## config.mk

```make
export PLATFORM = sky130hd
export DESIGN_NAME = mem_port_arbiter
export DESIGN_NICKNAME = d
export VERILOG_FILES = /design/src/rtl/mem_port_arbiter.sv
export SDC_FILE = /design/constraint.sdc
export NUM_CORES = 1
export LEC_CHECK = 0
export BUFFER_PORTS_ARGS = -buffer_cell sky130_fd_sc_hd__buf_2
export CAP_MARGIN = 20
export CORE_MARGIN = 2
export CORE_UTILIZATION = 40
export DETAILED_ROUTE_END_ITERATION = 7
export PLACE_DENSITY = 0.71
export SLEW_MARGIN = 30
export SYNTH_ARGS = -nofsm -noshare
export SYNTH_HDL_FRONTEND = slang
export SYNTH_SLANG_ARGS = --single-unit
```

## constraint.sdc

```tcl
create_clock -name clk -period 2.3 [get_ports clk]
set_input_delay 0.345 -clock clk [delete_from_list [all_inputs] [get_ports clk]]
set_output_delay 0.345 -clock clk [all_outputs]
set_load 0.005 [all_outputs]
```

## src/rtl/mem_port_arbiter.sv

```systemverilog
// mem_port_arbiter
//   Shares one single-ported memory between the instruction-fetch port and the
//   data load/store port. Grants round-robin, latches the transaction fields
//   for its whole duration, and returns one-cycle valid pulses. A watchdog
//   forces completion (read data 0, sticky err) if mem_ack never arrives.
// Ports
//   clk, rst                         clock, synchronous active-high reset
//   if_req/if_addr                   fetch request (level) and address
//   if_rdata/if_valid                registered fetch data and its one-cycle pulse
//   d_req/d_we/d_addr/d_wdata/d_mode data request (level) and its fields
//   d_rdata/d_valid                  registered load data and completion pulse
//   stall                            combinational freeze for the core
//   mem_req/mem_we/mem_addr/
//   mem_wdata/mem_mode               latched memory request fields
//   mem_rdata/mem_ack                memory read data and completion
//   err                              sticky watchdog-timeout flag
module mem_port_arbiter #(
  parameter int unsigned ADDR_WIDTH = 32,
  parameter int unsigned DATA_WIDTH = 32,
  parameter int unsigned TIMEOUT    = 255,
  parameter int unsigned CNT_WIDTH  = 8
) (
  input  logic                  clk,
  input  logic                  rst,
  input  logic                  if_req,
  input  logic [ADDR_WIDTH-1:0] if_addr,
  output logic [DATA_WIDTH-1:0] if_rdata,
  output logic                  if_valid,
  input  logic                  d_req,
  input  logic                  d_we,
  input  logic [ADDR_WIDTH-1:0] d_addr,
  input  logic [DATA_WIDTH-1:0] d_wdata,
  input  logic [1:0]            d_mode,
  output logic [DATA_WIDTH-1:0] d_rdata,
  output logic                  d_valid,
  output logic                  stall,
  output logic                  mem_req,
  output logic                  mem_we,
  output logic [ADDR_WIDTH-1:0] mem_addr,
  output logic [DATA_WIDTH-1:0] mem_wdata,
  output logic [1:0]            mem_mode,
  input  logic [DATA_WIDTH-1:0] mem_rdata,
  input  logic                  mem_ack,
  output logic                  err
);

  typedef enum logic [1:0] {IDLE, FETCH, DATA, RESP} state_t;

  state_t               state, state_next;
  logic                 last_grant_data;  // 0 = fetch served last
  logic [CNT_WIDTH-1:0] cnt;
  logic                 grant_data, grant_fetch, done, timed_out;

  always_comb begin
    state_next  = state;
    grant_data  = 1'b0;
    grant_fetch = 1'b0;
    timed_out   = 1'b0;
    done        = 1'b0;
    case (state)
      IDLE: begin
        // With both pending, data wins unless it was the last one served.
        if (d_req && (!if_req || !last_grant_data)) grant_data = 1'b1;
        else if (if_req)                            grant_fetch = 1'b1;
        if (grant_data)       state_next = DATA;
        else if (grant_fetch) state_next = FETCH;
      end
      FETCH, DATA: begin
        // Counter holds the number of ack-less cycles already elapsed.
        timed_out = !mem_ack && (cnt == CNT_WIDTH'(TIMEOUT - 1));
        done      = mem_ack || timed_out;
        if (done) state_next = RESP;
      end
      RESP:    state_next = IDLE;
      default: state_next = IDLE;
    endcase
  end

  always_ff @(posedge clk) begin
    if (rst) state <= IDLE;
    else     state <= state_next;
  end

  always_ff @(posedge clk) begin
    if (rst) begin
      mem_req         <= 1'b0;
      mem_we          <= 1'b0;
      mem_addr        <= '0;
      mem_wdata       <= '0;
      mem_mode        <= '0;
      if_rdata        <= '0;
      if_valid        <= 1'b0;
      d_rdata         <= '0;
      d_valid         <= 1'b0;
      err             <= 1'b0;
      cnt             <= '0;
      last_grant_data <= 1'b0;
    end else begin
      if_valid <= 1'b0;
      d_valid  <= 1'b0;
      case (state)
        IDLE: begin
          if (grant_data) begin
            mem_req   <= 1'b1;
            mem_we    <= d_we;
            mem_addr  <= d_addr;
            mem_wdata <= d_wdata;
            mem_mode  <= d_mode;
            cnt       <= '0;
          end else if (grant_fetch) begin
            mem_req   <= 1'b1;
            mem_we    <= 1'b0;
            mem_addr  <= if_addr;
            mem_wdata <= '0;
            mem_mode  <= 2'b10;
            cnt       <= '0;
          end
        end
        FETCH, DATA: begin
          if (done) begin
            mem_req <= 1'b0;
            if (timed_out) err <= 1'b1;
            if (state == FETCH) begin
              if_valid <= 1'b1;
              if_rdata <= timed_out ? '0 : mem_rdata;
            end else begin
              d_valid <= 1'b1;
              if (!mem_we) d_rdata <= timed_out ? '0 : mem_rdata;
            end
          end else begin
            cnt <= cnt + CNT_WIDTH'(1);
          end
        end
        RESP: last_grant_data <= mem_we || (mem_mode != 2'b10) || d_valid;
        default: ;
      endcase
    end
  end

  assign stall = (if_req & ~if_valid) | (d_req & ~d_valid);

endmodule

```

# Word level (Yosys, flattened, before mapping)
# Index checks and enable logic that the tools add are counted.
[op_classes]
addsub = 1
eq_ne = 10
mux = 32
bitwise = 9
reduce_logical = 21
[op_table]
columns = ["op", "count"]
rows = [
  ["2-to-1 mux 32 bit", 5],
  ["2-to-1 mux 8 bit", 3],
  ["2-to-1 mux 1 bit", 16],
  ["case mux 8 bit (2 select lines)", 1],
  ["AND reduction 3 bit", 4],
  ["2-to-1 mux 2 bit", 5],
  ["adder 8 x 1 -> 8 bit (second input constant)", 1],
  ["equality test 8 bit (second input constant)", 1],
  ["!= test 2 bit (second input constant)", 4],
  ["!= test 3 bit (second input constant)", 2],
  ["NOT 1 bit", 6],
  ["case mux 2 bit (3 select lines)", 1],
  ["equality test 2 bit (second input constant)", 2],
  ["logical OR 1 bit", 4],
  ["AND reduction 2 bit", 2],
  ["AND reduction 4 bit", 1],
  ["nonzero test 2 bit", 2],
  ["logical NOT 1 bit", 3],
  ["OR reduction 3 bit", 1],
  ["bitwise AND 1 bit", 2],
  ["equality test 2 x 1 -> 1 bit (second input constant)", 1],
  ["logical AND 1 bit", 2],
  ["logical NOT 2 bit", 1],
  ["case mux 1 bit (2 select lines)", 1],
  ["2 further kinds", 2],
]
[totals]
reg_bits = 146
inputBits = 136
out_inout_bits = 136
wordCells = 86

# Depth between registers and ports, before layout
# Gate-level depths: netlist (run 1).
[logic_depth]
depth_word = 9
ltp_mapped = 8
ltp_nobuf = 6

# Worst setup path before layout (run 1)
# Ideal clock, no wire load.
[synth_timing]
path_type = "register to register"
from = "register state[0]"
to = "register if_rdata[0]"
setup_time_ns = 0.117
arrival_time_ns = 1.719
required_ns = 2.183
setup_slack_ns = 0.463
path_stages_with_launch = 9
path_buffers = 2
synth_period_minus_slack_ns = 1.837
cell_sequence = "dfxtp_1 > inv_1 > ha_1 > inv_1 > nor2_1 > and2_1 > buf_2 > buf_2 > a32o_1"
[synth_between]
elab_chain_len = 4
elab_cells_between_ends = 7
classes_between = "2 x eq/ne; 3 x mux; 2 x reduce/logical"
[synth_lines]
columns = ["item", "line_no", "source"]
rows = [
  ["start: declaration", "49", "state_t state, state_next;"],
  ["start signal: assignment", "81", "else state <= state_next;"],
  ["equality test 2 x 1 -> 1 bit / equality test 2 bit (equally long branches)", "60, 101, 123", ""],
  ["OR reduction 2 bit", "60, 101", ""],
  ["2-to-1 mux 1 bit", "60", "case (state)"],
  ["AND reduction 3 bit (no line) / 2-to-1 mux 32 bit (equally long branches)", "n/a", ""],
  ["end signal: assignment", "125", "if_rdata <= timed_out ? '0 : mem_rdata;"],
  ["end: declaration", "27", "output logic [DATA_WIDTH-1:0] if_rdata,"],
]
# Several ways; a longest one is shown, not always the timed one.
# A chain may end at the register's enable or synchronous reset.

# Worst setup path after layout (run 1)
[layout_timing]
from = "register state[0]"
to = "register if_rdata[11]"
# The elaborated chain is that of the path after synthesis.

==> results of run 1 <==
==> worst register-to-register path, stage by stage, from the launching register on <==
cell and delay [ps]:
dfxtp_1 390, inv_1 80, ha_1 380, inv_1 180, nor2_2 240, and2_1 160, buf_4 340, a32o_1 240
==> metrics by stage <==
step | util [%] | hold WS (ps) | total power, mW
final | 56.6 | 168 | 8.33
after global routing | 56.6 | 155 | 8.83
after CTS | 56.6 | 148 | 8.39
after detailed placement | 52.3 | 448 | 5.76
after global placement | 52.3 | 443 | 5.68
after floorplan | - | 460 | 4.76
==> power groups by stage <==
stage | Sequential, mW | Clock [mW] | Combinational, mW
3_3_place_gp | 3.30 | 0 | 2.37
3_5_place_dp | 3.32 | 0 | 2.44
2_1_floorplan | 3.34 | 0 | 1.42
5_1_grt | 3.33 | 2.79 | 2.70
6_report | 3.28 | 2.61 | 2.44
4_1_cts | 3.28 | 2.67 | 2.44
==> path summary, 6_finish.rpt <==
| path | end | start | slack, ps |
|---|---|---|---|
| setup / recovery | if_rdata[11] | state[0] | 240 |
| hold / removal | mem_wdata[10] | d_wdata[10] | 170 |
| setup reg to reg | if_rdata[11] | state[0] | 240 |
| hold reg to reg | if_rdata[28] | if_rdata[28] | 460 |
==> cell type report <==
class | count | area (um2)
Timing Repair Buffer | 284 | 1450
Tap cell | 176 | 220
Multi-Input combinational cell | 344 | 2330
Sequential cell | 146 | 2920
Clock inverter | 13 | 126
Fill cell | 1184 | 5760
Inverter | 9 | 33.8
Clock buffer | 19 | 443
==> layer usage <==
metal | wire length [um] | share of wire (%)
met1 | 6520 | 40
met4 | 351 | 2.2
met5 | 0 | 0
met3 | 1100 | 6.8
met2 | 8200 | 51
==> flip-flops by register name, summed over array words and instances (netlist names), 2 cells and up <==
register / flops
cnt: 8
d_rdata: 32
if_rdata: 32
mem_addr: 32
mem_mode: 2
mem_wdata: 32
state: 2
==> synth_stat cells, types with 3 or more instances <==
| cell type | instances |
|---|---|
| o21ai_0 | 37 |
| a22oi_1 | 36 |
| a31oi_1 | 4 |
| ha_1 | 6 |
| nand2_1 | 8 |
| a21oi_1 | 4 |
| o21a_1 | 3 |
| buf_2 | 19 |
| a211oi_1 | 33 |
| dfxtp_1 | 146 |
| or3_1 | 33 |
| clkbuf_1 | 34 |
| inv_1 | 9 |
| and3_1 | 3 |
| a32o_1 | 64 |
| nand3_1 | 12 |
| nor2_1 | 74 |
==> timing repair <==
| action | in CTS | in global routing |
|---|---|---|
| gates resized for setup | 0 | 1 |
| hold buffers | 0 | 0 |
| endpoints found under the setup margin | 0 | 2 |
==> cell families (layout without fill, tap and decap cells) <==
group / count (synthesis) / in the layout
adder cells (fa/ha/maj): 6 / 6
XOR/XNOR: 1 / 1
multiplexers: 1 / 1
flip-flops: 146 / 146
AO/OA/AOI/OAI: 193 / 193
AND/OR/NAND/NOR: 143 / 143
buffers and inverters: 62 / 325
==> reports/metrics.cfg, run 1 <==
[sta]
rsz0062_at_grt=false
setup_tns_ps=0
setup_violations=0
fin_skew_ps=10.4
slew-limit-headroom_pct=47.0
finalCriticalPeriod_ps=2060
max_freq_mhz=484
finalHoldViolCount=0
fin_crit_sh_pct=89.7
setup_ws_ps=236
slew_violations=0
worstMarginPinSlew_ps=794

[worst_setup_path]
end_kind=flop
slowest_stage=dfxtp_1
path_class=flop to flop
path_buf_inv=3
path_cells=inv_1 > ha_1 > inv_1 > nor2_2 > and2_1 > buf_4 > a32o_1
cp.depth=7
start_kind=flop
crit_required_ps=2650
crit_path_max_incr_delay_ps=390
reg2regPathDepth=7
arrival_ps=2410
cp_max_fo=32
critPathMostFrequentCell=inv_1
critPathTopFamily=buffers and inverters

[synth]
synth_cell_types=37
synth_top_area_share_pct=53.3
yosys.area_share.simple_pct=12.6
synth_mux_area_share_pct=0.182
syn_avg_cell_area_um2=9.94
synth_area_leaders=dfxtp_1 53%, a32o_1 12%, nor2_1 5.1%
syn-num-nets=694
yosysWarnings=0
syn-cell-area_um2=5490
ys_seq_area_share_pct=53.3
synth_seq_cells=146
synth_ff_type=dfxtp_1
synthXorXnorAreaFrac_pct=0.160
async_flop_share_pct=0
synth-edff-count=0
synth-compound-area-share_pct=27.7
synth_cells=552
synth_top_family_by_area=compound AO/OA/AOI/OAI gates
synth_top_cell_by_area=dfxtp_1
synthAdderAreaFrac_pct=1.37

[grt]
grt_pass1_vias=5251
grt_util_met2_pct=37.2
grt_pass1_wl_um=25500
overflow=0
antenna_found_initial=0
grt.total_usage_pct=21.7
globalRouteMet1Util_pct=25.7
grt_max_degree=67
gr-usage-met3_pct=5.97
grt_busiest_layer=met2

[finish]
final_common_cell=buf_2
layout_common_cells=271 x buf_2, 146 x dfxtp_1, 73 x nor2_1
area_growth_pct=37.3
fin_area_um2=7530
final_cells=991
layout-drive-gt1-share_pct=39.8
final_nets=944
diodes=0

[status]
outcome=complete, no violations

[cts]
numCtsBuffers=17
cts_num_sinks=146
ctsHtreeMaxLevel=4
cts_tree=yes
cts_buffer_depth=2
cts-root-buf=clkbuf_16
insertion_delay_ps=410
path_clk_slew_ps=60
postCtsSetupBuffers=0

[placed_design]
place_area_um2=6960
place_inst=959
place_ws_ps=176
io_buffer_count=271
place.detailed.hpwl_um=11600
gp_congestion=0.873

[die]
die_y_um=121
ios=272
core-area_um2=13300
num_rows=42
die_x_um=121
start_util_pct=41.3
dieArea_um2=14700

[drt]
dr.pass1.iters=5
drcViolationCount=0
routedWlPerCell_um=16.3
wl_um=16200
ant_nets=0
num_vias=5354
viasPerCell=5.40
drtIter0Drc=346

[power_and_ir_drop]
comb_power_share_pct=29.3
p_int_mw=5.55
seq_power_share_pct=39.4
power.leakage_nw=3.44
pwr_density_cell_nw_per_um2=1110
switching_share_pct=33.4
clkPwrFrac_pct=31.4
ir_drop_mv=0.535
power.switching_mw=2.78

[worst_hold_path]
hp-class=input port to flop
min_path_cells=3

[job]
maxCapViolations=0

No activity file was read; power rests on OpenSTA's default activity.
==> run 2: changes to the inputs <==
--- a/config.mk
+++ b/config.mk
@@ -11,6 +11,7 @@
 export CORE_UTILIZATION = 40
 export DETAILED_ROUTE_END_ITERATION = 7
 export PLACE_DENSITY = 0.71
+export REMOVE_ABC_BUFFERS = 1
 export SLEW_MARGIN = 30
 export SYNTH_ARGS = -nofsm -noshare
 export SYNTH_HDL_FRONTEND = slang
==> run 2 against run 1 <==
Net effect:
- register-to-register slack gained 40 ps
- clock skew shrank 4.3 ps
- clock power grew 11%
- cell count is the same
- critical path type unchanged
- largest power group unchanged
- largest cell class unchanged
- critical endpoint unchanged
==> reports/metrics.cfg, run 2 (synthesis results as in run 1) <==
[grt]
grt.total_usage_pct=21.7  ; +0.025 points
grt_pass1_wl_um=25200  ; -1.4%
overflow=0  ; unchanged
grt_pass1_vias=5108  ; -2.7%
antenna_found_initial=1  ; +1
grt_max_degree=69  ; +3.0%

[power_and_ir_drop]
ir_drop_mv=0.573  ; +7.1%
p_total_mw=8.61  ; +3.4%
pwr_density_cell_nw_per_um2=1130  ; +2.5%
switching_share_pct=31.2  ; -2.2 points
power.leakage_nw=3.47  ; +0.97%
p_int_mw=5.93  ; +6.9%
clkPwrFrac_pct=33.5  ; +2.1 points
seq_power_share_pct=38.2  ; -1.2 points
comb_power_share_pct=28.3  ; -1.0 points
power.switching_mw=2.69  ; -3.4%

[cts]
numCtsBuffers=17  ; unchanged
path_clk_slew_ps=60  ; about the same
cts_buffer_depth=2  ; unchanged
cts_hold_buf=0  ; unchanged
cts-root-buf=clkbuf_16
insertion_delay_ps=410  ; about the same
postCtsSetupBuffers=0  ; unchanged
cts_tree=yes
cts_num_sinks=146  ; unchanged
cts_resized=0  ; unchanged
ctsHtreeMaxLevel=4  ; unchanged

[drt]
routedWlPerCell_um=16.4  ; +0.54%
wl_um=16300  ; +0.54%
drtIter0Drc=371  ; +7.2%
drcViolationCount=0  ; unchanged
viasPerCell=5.44  ; +0.75%
num_vias=5394  ; +0.75%
ant_nets=0  ; unchanged
dr.pass1.iters=5  ; unchanged

[worst_setup_path]
start_kind=flop
path_class=flop to flop
slowest_stage=dfxtp_1
path_buf_inv=3  ; unchanged
path_cells=inv_1 > ha_1 > inv_1 > nor2_2 > and2_1 > buf_4 > a32o_1
crit_required_ps=2650  ; about the same
cp_max_fo=32  ; unchanged
reg2regPathDepth=7  ; unchanged
end_kind=flop
arrival_ps=2370  ; -40 ps
critPathTopFamily=buffers and inverters
crit_path_max_incr_delay_ps=370  ; -20 ps
cp.depth=7  ; unchanged
critPathMostFrequentCell=inv_1

[die]
dieArea_um2=14700  ; unchanged
start_util_pct=41.3  ; unchanged
core-area_um2=13300  ; unchanged
ios=272  ; unchanged
die_y_um=121  ; unchanged
num_rows=42  ; unchanged
die_x_um=121  ; unchanged

[finish]
final_nets=943  ; -0.11%
final_common_cell=buf_2
layout-drive-gt1-share_pct=39.6  ; -0.20 points
area_growth_pct=38.5
n_fill_cell=1156  ; -2.4%
layout_common_cells=271 x buf_2, 146 x dfxtp_1, 73 x nor2_1

[placed_design]
io_buffer_count=271  ; unchanged
gp_congestion=0.943  ; +8.0%
place.detailed.hpwl_um=11600  ; +0.18%
place_ws_ps=212  ; +36.5 ps

[sta]
finalHoldViolCount=0  ; unchanged
slew-limit-headroom_pct=46.4  ; -0.59 points
fin_skew_ps=6.06  ; -4.32 ps
fin_crit_sh_pct=88.0  ; -1.7 points
worstMarginPinSlew_ps=803  ; +8.87 ps
max_freq_mhz=494  ; +2.0%
finalCriticalPeriod_ps=2020  ; -39.6 ps
rsz0062_at_grt=false
slew_violations=0  ; unchanged
setup_violations=0  ; unchanged
setup_ws_ps=275  ; +39.6 ps

[worst_hold_path]
min_path_cells=3  ; unchanged
hp-class=input port to flop

[status]
outcome=complete, no violations

[job]
maxCapViolations=0  ; unchanged

run 2: final cells by class:
cell class                      count  area (um2)  area share (%)
Clock buffer                       22         474            6.24
Sequential cell                   146        2920            38.5
Timing Repair Buffer              283        1460            19.2
Clock inverter                     10         155            2.04
Multi-Input combinational cell    344        2330            30.7
Inverter                            9        33.8           0.445
Antenna cell                        1        2.50          0.0329
Tap cell                          176         220            2.90
run 2: final timing paths:
check,start,endpoint,slack [ps]
setup / recovery,state[0],if_rdata[11],280
hold / removal,d_wdata[15],mem_wdata[15],180
setup reg to reg,state[0],if_rdata[11],280
hold reg to reg,if_rdata[23],if_rdata[23],460
run 2: routing by layer:
metal  wire length [um]  vias to the layer above  track usage, %
li1                   -                     2600               -
met4                480                        0            9.74
met5                  0                        -               0
met3               1050                       40            5.87
met1               6470                     2560            25.3
met2               8270                      194            37.1
run 2: power groups by stage:
stage	clock network (mW)	logic, mW	registers, mW
after detailed placement	0	2.44	3.34
after global placement	0	2.38	3.32
after global routing	3.06	2.69	3.34
final	2.89	2.43	3.29
after floorplan	0	1.27	3.34
after CTS	2.94	2.44	3.29
run 2: worst register-to-register path, delay by kind of cell, from the launching register on:
| family | cells | cell delay [ps] |
|---|---|---|
| AND/OR/NAND/NOR | 2 | 410 |
| adder cells (fa/ha/maj) | 1 | 370 |
| flip-flops | 1 | 370 |
| AO/OA/AOI/OAI | 1 | 240 |
| buffers and inverters | 3 | 580 |
run 2: through the flow:
stage               setup TNS, ps  area [um2]  hold slack (ps)  utilization [%]  cells
floorplan                  -20620        5260              414                -    499
global placement                0        6960              443             52.4    958
detailed placement              0        6960              450             52.4    958
CTS                             0        7590              162             57.1    990
global route                    0        7600              165             57.2    991
finish                          0        7600              175             57.2    991
